File: config.mk
export PLATFORM = sky130hd
export DESIGN_NAME = agu_radix_gen_flat
export DESIGN_NICKNAME = d
export VERILOG_FILES = /design/src/rtl/agu_radix_gen_if.sv /design/src/rtl/agu_radix_gen.sv /design/src/flat_wrapper.sv
export SDC_FILE = /design/constraint.sdc
export NUM_CORES = 1
export LEC_CHECK = 0
export CAP_MARGIN = 30
export CORE_UTILIZATION = 30
export CTS_BUF_LIST = sky130_fd_sc_hd__clkbuf_4 sky130_fd_sc_hd__clkbuf_8
export DETAILED_ROUTE_END_ITERATION = 10
export PLACE_DENSITY_LB_ADDON = 0.3
export SLEW_MARGIN = 20
export SYNTH_ARGS = -nofsm -noshare
export SYNTH_HDL_FRONTEND = slang
export SYNTH_SLANG_ARGS = --single-unit
File: constraint.sdc
create_clock -name clk -period 2.97 [get_ports clk]
set_clock_uncertainty 0.2 [all_clocks]
set_input_delay 0.4455 -clock clk [delete_from_list [all_inputs] [get_ports clk]]
set_output_delay 0.4455 -clock clk [all_outputs]
set_load 0.01 [all_outputs]
File: src/rtl/agu_radix_gen_if.sv
// Handshake/config bundle between stage controller, agu_radix_gen and the butterfly datapath.
// slave = address generator side, master = controller/consumer side.
interface agu_radix_gen_if #(
  parameter int unsigned D_WIDTH = 32,
  parameter int unsigned RADIX   = 1,
  parameter int unsigned K_MAX   = 12,
  parameter int unsigned KW      = $clog2(K_MAX + 1)
);
  localparam int unsigned LANES = 1 << RADIX;

  logic                     start;
  logic [KW-1:0]            cfg_k;
  logic                     cfg_bitrev;
  logic [D_WIDTH-1:0]       cfg_l;
  logic                     out_ready;
  logic [LANES*D_WIDTH-1:0] order;
  logic                     out_valid;
  logic                     last;
  logic [D_WIDTH-1:0]       l_out;
  logic                     busy;
  logic                     done;

  modport master (
    output start, cfg_k, cfg_bitrev, cfg_l, out_ready,
    input  order, out_valid, last, l_out, busy, done
  );

  modport slave (
    input  start, cfg_k, cfg_bitrev, cfg_l, out_ready,
    output order, out_valid, last, l_out, busy, done
  );
endinterface

File: src/rtl/agu_radix_gen.sv
// Butterfly-group address generator: one beat of 2^RADIX lane addresses per group j,
// optionally bit-reversed over a runtime k, with registered valid/ready output.
module agu_radix_gen #(
  parameter int unsigned D_WIDTH = 32,
  parameter int unsigned RADIX   = 1,
  parameter int unsigned K_MAX   = 12,
  parameter int unsigned KW      = $clog2(K_MAX + 1)
) (
  input logic            clk,
  input logic            rst_n,
  agu_radix_gen_if.slave bus_io
);
  localparam int unsigned LANES = 1 << RADIX;

  localparam logic [1:0] StIdle  = 2'd0;
  localparam logic [1:0] StRun   = 2'd1;
  localparam logic [1:0] StFlush = 2'd2;

  logic [1:0]               state_q, state_d;
  logic [K_MAX-1:0]         j_q, j_d;
  logic [KW-1:0]            k_q, k_d;
  logic                     bitrev_q, bitrev_d;
  logic [D_WIDTH-1:0]       l_q, l_d;
  logic [LANES*D_WIDTH-1:0] order_q, order_d;
  logic                     valid_q, valid_d;
  logic                     last_q, last_d;
  logic                     done_q, done_d;

  logic [K_MAX-1:0]         k_mask, rev_full, idx;
  logic [LANES*D_WIDTH-1:0] lanes;
  logic                     j_last, load;

  // Reverse all K_MAX bits, then shift down so only bits [k-1:0] are mirrored.
  always_comb begin
    k_mask = ~({K_MAX{1'b1}} << k_q);
    j_last = (j_q == k_mask);
    for (int i = 0; i < K_MAX; i++) begin
      rev_full[i] = j_q[K_MAX-1-i];
    end
    idx = bitrev_q ? (rev_full >> (K_MAX - 32'(k_q))) : j_q;
    for (int m = 0; m < LANES; m++) begin
      lanes[m*D_WIDTH +: D_WIDTH] = (D_WIDTH'(idx) << RADIX) + D_WIDTH'(m);
    end
  end

  always_comb begin
    state_d  = state_q;
    j_d      = j_q;
    k_d      = k_q;
    bitrev_d = bitrev_q;
    l_d      = l_q;
    order_d  = order_q;
    valid_d  = valid_q;
    last_d   = last_q;
    done_d   = 1'b0;
    load     = !valid_q || bus_io.out_ready;
    case (state_q)
      StIdle: begin
        if (bus_io.start) begin
          state_d  = StRun;
          k_d      = bus_io.cfg_k;
          bitrev_d = bus_io.cfg_bitrev;
          l_d      = bus_io.cfg_l;
          j_d      = '0;
        end
      end
      StRun: begin
        if (load) begin
          order_d = lanes;
          valid_d = 1'b1;
          last_d  = j_last;
          if (j_last) begin
            state_d = StFlush;
          end else begin
            j_d = j_q + 1'b1;
          end
        end
      end
      StFlush: begin
        // Final beat sits in the output register until the consumer takes it.
        if (bus_io.out_ready) begin
          valid_d = 1'b0;
          last_d  = 1'b0;
          done_d  = 1'b1;
          state_d = StIdle;
        end
      end
      default: state_d = StIdle;
    endcase
  end

  always_ff @(posedge clk or negedge rst_n) begin
    if (!rst_n) begin
      state_q  <= StIdle;
      j_q      <= '0;
      k_q      <= '0;
      bitrev_q <= 1'b0;
      l_q      <= '0;
      order_q  <= '0;
      valid_q  <= 1'b0;
      last_q   <= 1'b0;
      done_q   <= 1'b0;
    end else begin
      state_q  <= state_d;
      j_q      <= j_d;
      k_q      <= k_d;
      bitrev_q <= bitrev_d;
      l_q      <= l_d;
      order_q  <= order_d;
      valid_q  <= valid_d;
      last_q   <= last_d;
      done_q   <= done_d;
    end
  end

  assign bus_io.order     = order_q;
  assign bus_io.out_valid = valid_q;
  assign bus_io.last      = last_q;
  assign bus_io.l_out     = l_q;
  assign bus_io.busy      = (state_q != StIdle);
  assign bus_io.done      = done_q;
endmodule

File: src/flat_wrapper.sv
// flat-port wrapper written by rule: the top's interface ports become plain ports
module agu_radix_gen_flat 
#(
  parameter int unsigned D_WIDTH = 32,
  parameter int unsigned RADIX   = 1,
  parameter int unsigned K_MAX   = 12,
  parameter int unsigned KW      = $clog2(K_MAX + 1)
)
  (clk, rst_n, bus_io_start, bus_io_cfg_k, bus_io_cfg_bitrev, bus_io_cfg_l, bus_io_out_ready, bus_io_order, bus_io_out_valid, bus_io_last, bus_io_l_out, bus_io_busy, bus_io_done);
  agu_radix_gen_if #(.D_WIDTH(D_WIDTH), .RADIX(RADIX), .K_MAX(K_MAX), .KW(KW)) bus_io_i ();
  input logic clk;
  input logic rst_n;
  input wire logic [$bits(bus_io_i.start)-1:0] bus_io_start;
  input wire logic [$bits(bus_io_i.cfg_k)-1:0] bus_io_cfg_k;
  input wire logic [$bits(bus_io_i.cfg_bitrev)-1:0] bus_io_cfg_bitrev;
  input wire logic [$bits(bus_io_i.cfg_l)-1:0] bus_io_cfg_l;
  input wire logic [$bits(bus_io_i.out_ready)-1:0] bus_io_out_ready;
  output wire logic [$bits(bus_io_i.order)-1:0] bus_io_order;
  output wire logic [$bits(bus_io_i.out_valid)-1:0] bus_io_out_valid;
  output wire logic [$bits(bus_io_i.last)-1:0] bus_io_last;
  output wire logic [$bits(bus_io_i.l_out)-1:0] bus_io_l_out;
  output wire logic [$bits(bus_io_i.busy)-1:0] bus_io_busy;
  output wire logic [$bits(bus_io_i.done)-1:0] bus_io_done;
  assign bus_io_i.start = bus_io_start;
  assign bus_io_i.cfg_k = bus_io_cfg_k;
  assign bus_io_i.cfg_bitrev = bus_io_cfg_bitrev;
  assign bus_io_i.cfg_l = bus_io_cfg_l;
  assign bus_io_i.out_ready = bus_io_out_ready;
  assign bus_io_order = bus_io_i.order;
  assign bus_io_out_valid = bus_io_i.out_valid;
  assign bus_io_last = bus_io_i.last;
  assign bus_io_l_out = bus_io_i.l_out;
  assign bus_io_busy = bus_io_i.busy;
  assign bus_io_done = bus_io_i.done;
  agu_radix_gen #(.D_WIDTH(D_WIDTH), .RADIX(RADIX), .K_MAX(K_MAX), .KW(KW)) u_core (.clk(clk), .rst_n(rst_n), .bus_io(bus_io_i));
endmodule
==> results_dict.tcl <==
set metrics [dict create \
    fin_nets 624 \
    avgSynthCellArea_um2 8.24 \
    synthAdderAreaFrac_pct 1.50 \
    final.setup.worst_slack_ns 0.313 \
    power_leakage_nw 2.33 \
    tightestPinTransition_ns 0.776 \
    outcome "finished, final reports clean" \
    crit_type "flip-flop to flip-flop" \
    htree_levels 3 \
    antenna_found_initial 0 \
    final_common_cell "nand2_1" \
    diodes 0 \
    grt_pass1_wl_mm 17.4 \
    final-max-slew-violation-count 0 \
    ys_types 52 \
    area_growth_syn_to_layout_pct 25.8 \
    ys_seq_area_share_pct 40.3 \
    ios 141 \
    total_power_mw 5.06 \
    design_area_um2 5240 \
    synth_top_family_by_area "simple AND/OR/NAND/NOR gates" \
    fin_cells 759 \
    cp_top_family "compound AO/OA/AOI/OAI gates" \
    synth_top_flop_cell "dfrtp_1" \
    hold_violations 0 \
    drt-vias-per-instance 4.73 \
    syn_area_um2 4160 \
    gp_congestion 0.916 \
    fin_setup_tns_ns 0 \
    clockBufferDepth 2 \
    initial_utilization_pct 31.1 \
    worstHoldPathType "flip-flop to flip-flop" \
    timing.slew.headroom_pct 48.3 \
    grt_overflow 0 \
    numPortBuffers 101 \
    synthCells 505 \
    endpoint_kind "flip-flop" \
    rsz0062_at_grt "no" \
    final-setup-viol-count 0 \
    ir_worst_vdd_mv 0.334 \
    crit_buf_inv 2 \
    cts_buffers 9 \
    root_buffer "clkbuf_8" \
    grt_max_degree 45 \
    pre_cts_slack_ns 0.298 \
    placedCellCount 742 \
    mostFrequentLayoutCells "nand2_1 (134), clkdlybuf4s50_1 (100), dfrtp_1 (67)" \
    cts.sinks 67 \
    synthSimpleGateAreaFrac_pct 23.3 \
    holdWs_ns 0.265 \
    finalCritPeriodShare_pct 89.5 \
    drt-total-wl_mm 10.5 \
    required_ns 3.04 \
    max_stage_delay_ns 0.40 \
    die_x_um 120 \
    drt_iter0_drc 162 \
    drc_errors 0 \
    crit_fanout 20 \
    drtPass1Iterations 4 \
    vias 3587 \
    yosys_warnings 0 \
    wl_per_cell_um 13.9 \
    slowest_stage "dfrtp_1" \
    core_area_um2 13400 \
    tritoncts "built" \
    place_area_um2 5030 \
    ant_nets 0 \
    ys_async_sr_fraction_pct 100 \
    cp_cell_sequence "inv_1 > ha_1 > nor2b_1 > o2111ai_1 > o31ai_1 > o211ai_2 > nor2_2 > buf_4 > nor4_2 > mux2i_1" \
    nFillCells 1360 \
    yosys.area_share.xor_xnor_pct 1.44 \
    track_usage_pct 15.4 \
    start_kind "flip-flop" \
    synth-seq-cells 67 \
    synth_edf_count 0 \
    drive_above_1_share_pct 6.69 \
    arrival_ns 2.73 \
    die-height_um 120 \
    max_freq_mhz 376 \
    dp_hpwl_mm 7.49 \
    cts.reportedPaths.clkPinSlew_ns 0.07 \
    grt_pass1_vias 3515 \
    drv_cap 0 \
    row_count 42 \
    die-area_um2 14400 \
    clk_latency_ns 0.35 \
    synth-compound-area-share_pct 13.7 \
    cts_setup_buffers 0 \
    final_util_pct 39.1 \
    finalCriticalPeriod_ns 2.66 \
    power.density_nw_per_um2 967 \
    muxShareOfSynthArea_pct 4.45 \
]
per-layer routing:
| metal | GRT usage [%] | wire [µm] | share of wire [%] | up-vias |
|---|---|---|---|---|
| li1 | - | - | - | 1745 |
| met1 | 19.4 | 4540 | 43 | 1683 |
| met2 | 25.1 | 5060 | 48 | 143 |
| met3 | 3.61 | 736 | 7.0 | 16 |
| met4 | 6.88 | 195 | 1.9 | 0 |
| met5 | 0 | 0 | 0 | - |
report_power, final:
group	leakage [nW]	switching [mW]	internal [mW]
sequential	0.840	0.401	1.25
combinational	1.39	1.34	1.30
clock	0.104	0.361	0.404
total	2.33	2.10	2.96
cells in the mapped netlist (3+ instances only):
cell	number	share of area, %
nor2b_1	3	0.45
buf_6	6	1.6
o31ai_1	4	0.72
nand4_1	4	0.60
buf_2	7	0.84
or3_1	6	0.90
o21a_1	4	0.72
o221ai_1	3	0.63
nor2_1	29	2.6
o2111ai_1	3	0.63
inv_1	13	1.2
and3_1	3	0.45
a221oi_1	4	0.84
mux2i_1	14	3.4
nand2b_1	5	0.75
dfrtp_1	67	40
a21oi_1	23	2.8
nor4_1	3	0.45
buf_1	4	0.36
o21ai_1	7	0.84
o21ai_0	21	2.5
a211oi_1	3	0.54
clkbuf_1	17	1.5
and2_1	4	0.60
nand3_1	8	0.96
nor3_1	11	1.3
ha_1	5	1.5
buf_4	54	9.7
nand2_1	134	12
xnor2_1	5	1.1
o211ai_1	3	0.54
timing repair:
item | in CTS | in global routing
endpoints found under the hold margin | 23 | 0
hold buffers | 1 | 0
setup endpoints to repair | 0 | 0
resized for setup | 0 | 0
cells by family after synthesis:
family / count (synthesis)
muxes: 16
AOI/OAI and AO/OA: 89
xor gates and xnor gates: 6
buffers and inverters: 101
and+or+nand+nor: 220
adders and majority gates: 5
DFF: 67
other: 1
cell type report:
type | instances | area [µm²] | share of cell area (%)
Sequential cell | 67 | 1680 | 32.0
Clock inverter | 5 | 53.8 | 1.03
Inverter | 13 | 48.8 | 0.932
Multi-Input combinational cell | 375 | 1990 | 38.1
Tap cell | 176 | 220 | 4.21
Clock buffer | 11 | 139 | 2.65
Timing Repair Buffer | 112 | 1100 | 21.1
sequential cells by signal (all words and copies together), names as in the netlist:
signal	count
u_core.j_q	12
u_core.bitrev_q	1
u_core.bus_io.last	1
u_core.bus_io.l_out	32
u_core.bus_io.order	13
u_core.bus_io.done	1
u_core.bus_io.out_valid	1
u_core.k_q	4
u_core.state_q	2
final timing paths:
| check | to | slack [ns] | cells past startpoint | from |
|---|---|---|---|---|
| max | u_core.j_q[9]$_DFFE_PN0P_ | 0.31 | 10 | u_core.k_q[0]$_DFFE_PN0P_ |
| min | u_core.bus_io.order[32]$_DFFE_PN0P_ | 0.27 | 1 | u_core.bus_io.order[32]$_DFFE_PN0P_ |
| max reg2reg | u_core.j_q[9]$_DFFE_PN0P_ | 0.31 | 10 | u_core.k_q[0]$_DFFE_PN0P_ |
| min reg2reg | u_core.bus_io.order[32]$_DFFE_PN0P_ | 0.27 | 1 | u_core.bus_io.order[32]$_DFFE_PN0P_ |
| max in group asynchronous | u_core.state_q[0]$_DFFE_PN0P_ | 1.46 | 3 | rst_n |
| min in group asynchronous | u_core.j_q[11]$_DFFE_PN0P_ | 0.45 | 2 | rst_n |
Note: power is estimated with default switching activity, not from simulation.
==> RTL change 1 (same flow settings) <==
`j_q`, `k_q` and `l_q` no longer have a reset.
--- a/src/rtl/agu_radix_gen.sv
+++ b/src/rtl/agu_radix_gen.sv
@@ -92,25 +92,25 @@
   always_ff @(posedge clk or negedge rst_n) begin
     if (!rst_n) begin
       state_q  <= StIdle;
-      j_q      <= '0;
-      k_q      <= '0;
       bitrev_q <= 1'b0;
-      l_q      <= '0;
       order_q  <= '0;
       valid_q  <= 1'b0;
       last_q   <= 1'b0;
       done_q   <= 1'b0;
     end else begin
       state_q  <= state_d;
-      j_q      <= j_d;
-      k_q      <= k_d;
       bitrev_q <= bitrev_d;
-      l_q      <= l_d;
       order_q  <= order_d;
       valid_q  <= valid_d;
       last_q   <= last_d;
       done_q   <= done_d;
     end
+  end
+
+  always_ff @(posedge clk) begin
+    j_q <= j_d;
+    k_q <= k_d;
+    l_q <= l_d;
   end
 
   assign bus_io.order     = order_q;
Behaviour: not the same (Yosys sat finds a counterexample within 4 cycles, from zero or initial values and one cycle with rst_n low).
==> RTL change 1 against the unedited design <==
  * First-iteration DRC count grew 6.2%
  * Via count shrank 21%
  * Design area shrank 2.9%
  * Largest power group is now sequential cells
  * Routed wire length shrank 14%
  * Critical path depth shrank 4
  * Total power shrank 27%
  * Setup slack lost 0.11 ns
  * Synthesized area shrank 7.9%
  * Non-clock buffer count grew 7
  * Sequential cell count is the same
  * Die area shrank 7.8%
==> RTL change 1: results (changes against the unedited design) <==
| Stage | Item | This run | vs unedited |
| --- | --- | --- | --- |
| critical path | Highest fanout seen on the critical path | 12 | was 20 |
| power | LEAKAGE | 0.00195 µW | was 0.00233 µW |
| layout | Fraction of layout instances using a drive strength above 1 | 0.109 | was 0.0669 |
| route | Routed wire length on met2 | 4300 µm | was 5060 µm |
| global route | First-pass GRT wire length | 14,000 µm | was 17,400 µm |
| global route | Pin count of the biggest net entering global routing | 41 | was 45 |
| route | Wire length per cell after detailed routing | 14.7 µm | was 13.9 µm |
| placement | Final estimated routing congestion in global placement | 0.863 | was 0.916 |
| power | Sw frac | 0.325 | was 0.415 |
| yosys | Post-synth EDFFs | 48 | was 0 |
| outcome | Run status | finished, final reports clean | unchanged |
| global route | GR met2 Demand/Resource | 0.215 | was 0.251 |
| route | Initial DRC count | 172 | was 162 |
| critical path | Maximum cell stage delay along the critical path | 0.57 ns | was 0.40 ns |
| global route | Global Route met3 Usage | 0.0385 | was 0.0361 |
| hold path | Worst hold-check path type | input pin to async pin | was flip-flop to flip-flop |
| yosys | Adder and majority cell fraction of the synthesized area | 0.0163 | was 0.0150 |
| route | Number of vias in the routed layout | 2,844 | was 3,587 |
| power | VDD IR max | 0.380 mV | was 0.334 mV |
| yosys | Area fraction in compound gates after synthesis | 0.114 | was 0.137 |
| critical path | Data arrival at the endpoint of the critical path | 2.59 ns | was 2.73 ns |
| yosys | Top post-synthesis cells by count | sky130_fd_sc_hd__buf_4 (53), sky130_fd_sc_hd__edfxtp_1 (48), sky130_fd_sc_hd__nor2_1 (38) | was sky130_fd_sc_hd__nand2_1 (134), sky130_fd_sc_hd__dfrtp_1 (67), sky130_fd_sc_hd__buf_4 (54) |
| placement | Inst Count DP | 601 | was 742 |
| yosys | Number of library cell types mapped by synthesis | 58 | was 52 |
| route | Routed length on met1 | 4080 µm | was 4540 µm |
| global route | Global routing usage summed across all routing layers | 0.139 | was 0.154 |
| yosys | Largest cells by area after synthesis | sky130_fd_sc_hd__edfxtp_1 (38%), sky130_fd_sc_hd__dfrtp_1 (12%), sky130_fd_sc_hd__buf_4 (10%), sky130_fd_sc_hd__nor2_1 (3.7%), sky130_fd_sc_hd__mux2i_1 (2.6%) | was sky130_fd_sc_hd__dfrtp_1 (40%), sky130_fd_sc_hd__nand2_1 (12%), sky130_fd_sc_hd__buf_4 (9.7%), sky130_fd_sc_hd__mux2i_1 (3.4%), sky130_fd_sc_hd__a21oi_1 (2.8%) |
| yosys | Sequential area share after synthesis | 0.500 | was 0.403 |
| global route | Met1 usage | 0.187 | was 0.194 |
RTL change 1: area by class of cell:
type	count	share of cell area
clock buffers	12	0.0300
clock inverters	4	0.0194
inverters	11	0.00812
multi-input cells	237	0.297
flip-flops and latches	67	0.377
well taps	168	0.0414
repair buffers	119	0.227
RTL change 1: power by group through the flow:
stage                     registers [µW]  clock network (µW)  logic (µW)
final                               1410                 948        1320
after global routing                1430                1010        1440
after global placement              1420                   0        1300
after CTS                           1410                 977        1320
after detailed placement            1430                   0        1310
after floorplan                     1370                   0         869
RTL change 1: kinds of logic (layout without fill, tap and decap cells):
family                     after synthesis  after routing
xor gates and xnor gates                14             14
AOI/OAI and AO/OA                       61             61
other                                    1             39
DFF                                     67             67
and+or+nand+nor                        101            101
adders and majority gates                5              5
muxes                                   17             17
buffers and inverters                   88            146
RTL change 1: path summary, 6_finish.rpt:
| check | from | end | slack, ns | cells past startpoint |
|---|---|---|---|---|
| worst max register to register | u_core.k_q[1] | u_core.j_q[4] | 0.20 | 6 |
| worst min-delay path | rst_n | u_core.bus_io.order[39] | 0.14 | 1 |
| min in group clk | u_core.bus_io.order[32] | u_core.bus_io.order[32] | 0.28 | 1 |
| max in group asynchronous | rst_n | u_core.state_q[1] | 2.03 | 2 |
| worst min register to register | u_core.bus_io.order[32] | u_core.bus_io.order[32] | 0.28 | 1 |
| worst max-delay path | u_core.k_q[1] | u_core.j_q[4] | 0.20 | 6 |
RTL change 1: through the flow:
stage / instance area [µm²] / setup slack [ns] / hold WS, ns
finish: 5080 / 0.205 / 0.145
global route: 5080 / 0.0613 / 0.151
CTS: 5070 / 0.203 / 0.282
detailed placement: 4820 / 0.195 / 0.258
global placement: 4820 / 0.287 / 0.256
floorplan: 3980 / 0.123 / -0.0501
==> RTL change 2 (same settings) <==
Made on the original files. `K_MAX` is set to 12 in 3 places; all go to 11.
--- a/src/rtl/agu_radix_gen_if.sv
+++ b/src/rtl/agu_radix_gen_if.sv
@@ -3,7 +3,7 @@
 interface agu_radix_gen_if #(
   parameter int unsigned D_WIDTH = 32,
   parameter int unsigned RADIX   = 1,
-  parameter int unsigned K_MAX   = 12,
+  parameter int unsigned K_MAX   = 11,
   parameter int unsigned KW      = $clog2(K_MAX + 1)
 );
   localparam int unsigned LANES = 1 << RADIX;
--- a/src/rtl/agu_radix_gen.sv
+++ b/src/rtl/agu_radix_gen.sv
@@ -3,7 +3,7 @@
 module agu_radix_gen #(
   parameter int unsigned D_WIDTH = 32,
   parameter int unsigned RADIX   = 1,
-  parameter int unsigned K_MAX   = 12,
+  parameter int unsigned K_MAX   = 11,
   parameter int unsigned KW      = $clog2(K_MAX + 1)
 ) (
   input logic            clk,
--- a/src/flat_wrapper.sv
+++ b/src/flat_wrapper.sv
@@ -3,7 +3,7 @@
 #(
   parameter int unsigned D_WIDTH = 32,
   parameter int unsigned RADIX   = 1,
-  parameter int unsigned K_MAX   = 12,
+  parameter int unsigned K_MAX   = 11,
   parameter int unsigned KW      = $clog2(K_MAX + 1)
 )
   (clk, rst_n, bus_io_start, bus_io_cfg_k, bus_io_cfg_bitrev, bus_io_cfg_l, bus_io_out_ready, bus_io_order, bus_io_out_valid, bus_io_last, bus_io_l_out, bus_io_busy, bus_io_done);
Formal check against the unedited RTL: not equivalent (a bounded check fails within 4 cycles, from zero or initial values and one cycle with rst_n low).
==> RTL change 2 against the unedited design <==
  * Design area shrank 1.0%
  * Largest cell class unchanged
  * Synthesized cell count shrank 6.1%
  * Global-route usage grew 0.68 points
  * Routed wire length grew 0.77%
  * Synthesized area shrank 2.8%
  * Sequential share of layout area shrank 0.64 points
  * Setup slack gained 0.10 ns
  * Sequential cell count shrank 2
  * Total power shrank 13%
  * Combinational power shrank 21%
==> RTL change 2: results (changes against the unedited design) <==
| Stage | Item | This run | vs unedited |
| --- | --- | --- | --- |
| outcome | Run status | finished, final reports clean | unchanged |
| critical path | Highest fanout seen on the critical path | 17 | was 20 |
| critical path | R2r worst-path depth | 6 | was 10 |
| global route | Vias in the first global route | 3,516 | was 3,515 |
| power | VDD IR max | 0.302 mV | was 0.334 mV |
| yosys | Portion of synthesized cell area occupied by the leading cell type | 0.402 | was 0.403 |
| layout | Layout filler cell count | 1,332 | was 1,360 |
| hold path | Min-Delay Path Depth | 2 | was 1 |
| placement | DPL Wire Length | 7530 µm | was 7490 µm |
| global route | Global routing usage summed across all routing layers | 0.161 | was 0.154 |
| placement | Final estimated routing congestion in global placement | 0.897 | was 0.916 |
| yosys | Top post-synthesis cells by count | sky130_fd_sc_hd__nand2_1 (131), sky130_fd_sc_hd__dfrtp_1 (65), sky130_fd_sc_hd__buf_4 (55) | was sky130_fd_sc_hd__nand2_1 (134), sky130_fd_sc_hd__dfrtp_1 (67), sky130_fd_sc_hd__buf_4 (54) |
| power | Share of power burned in the clock network | 0.180 | was 0.151 |
| hold path | Worst-case hold path end point | u_core.bus_io.l_out[13] | was u_core.bus_io.order[32] |
| power | Proportion of power drawn by flip-flops and latches | 0.342 | was 0.327 |
| layout | Fraction of layout instances using a drive strength above 1 | 0.0911 | was 0.0669 |
| global route | First-pass GRT wire length | 17,800 µm | was 17,400 µm |
| timing | Worst Hold Margin | 0.276 ns | was 0.265 ns |
| critical path | Data arrival at the endpoint of the critical path | 2.59 ns | was 2.73 ns |
| power | Internal power consumption | 2640 µW | was 2960 µW |
| route | Initial DRC count | 164 | was 162 |
| layout | Post-layout nets | 599 | was 624 |
| placement | Inst Count DP | 719 | was 742 |
| critical path | Maximum cell stage delay along the critical path | 0.70 ns | was 0.40 ns |
| yosys | Post-synthesis instance total | 474 | was 505 |
| timing | Tightest slew margin relative to the limit | 0.459 | was 0.483 |
| layout | Register area | 1630 µm² | was 1680 µm² |
| power | LEAKAGE | 0.00230 µW | was 0.00233 µW |
| critical path | Launch point of the worst reg-to-reg path | u_core.k_q[1] | was u_core.k_q[0] |
[RTL change 2: changes by cell type after synthesis, sizes merged, moves of 5 or more]
cell / change
and3: +5
mux2i: -5
nor2: -15
nor3: -7
o21ai: -15
a21oi: -11
[RTL change 2: layer usage]
metal  GRT usage  vias up  routed length, µm
li1            -     1692                  -
met3      0.0470       27                767
met4      0.0777        0                258
met2       0.245      164               4830
met1       0.209     1677               4760
met5           0        -                  0
[RTL change 2: area by class of cell]
type,instances,share of cell area
flip-flops and latches,65,0.314
clock buffers,11,0.0280
inverters,16,0.0116
clock inverters,5,0.0106
repair buffers,118,0.218
multi-input cells,345,0.375
well taps,176,0.0425
[RTL change 2: worst max-delay path by stage]
stage / from / end / slack [ns] / cells after the start
detailed placement: u_core.k_q[1] / u_core.j_q[3] / 0.48 / 6
global placement: u_core.k_q[1] / u_core.j_q[6] / 0.53 / 6
CTS: u_core.k_q[2] / u_core.j_q[3] / 0.45 / 7
finish: u_core.k_q[1] / u_core.j_q[3] / 0.42 / 6
floorplan: u_core.k_q[2] / u_core.j_q[6] / 0.60 / 8
global route: u_core.k_q[1] / u_core.j_q[10] / 0.27 / 6
[RTL change 2: logic make-up after synthesis]
family          count (synthesis)  share of synthesized area
mux                            12                     0.0362
other cells                     1                   0.000927
fa+ha+maj                       3                    0.00928
simple gates                  198                      0.218
buf+inv                       104                      0.154
xor+xnor                        3                    0.00650
compound gates                 88                      0.173
flops                          65                      0.402
[RTL change 2: repair_timing]
action                                  4_1_cts  5_1_grt
hold buffers                                  1        0
hold endpoints to repair                     32        0
resized for setup                             0        0
endpoints found under the setup margin        0        0
[RTL change 2: tightest hold or removal path, delay by kind of cell, from the launching register on]
kind	cells	cell delay [ns]
simple gates	2	0.10
flops	1	0.35
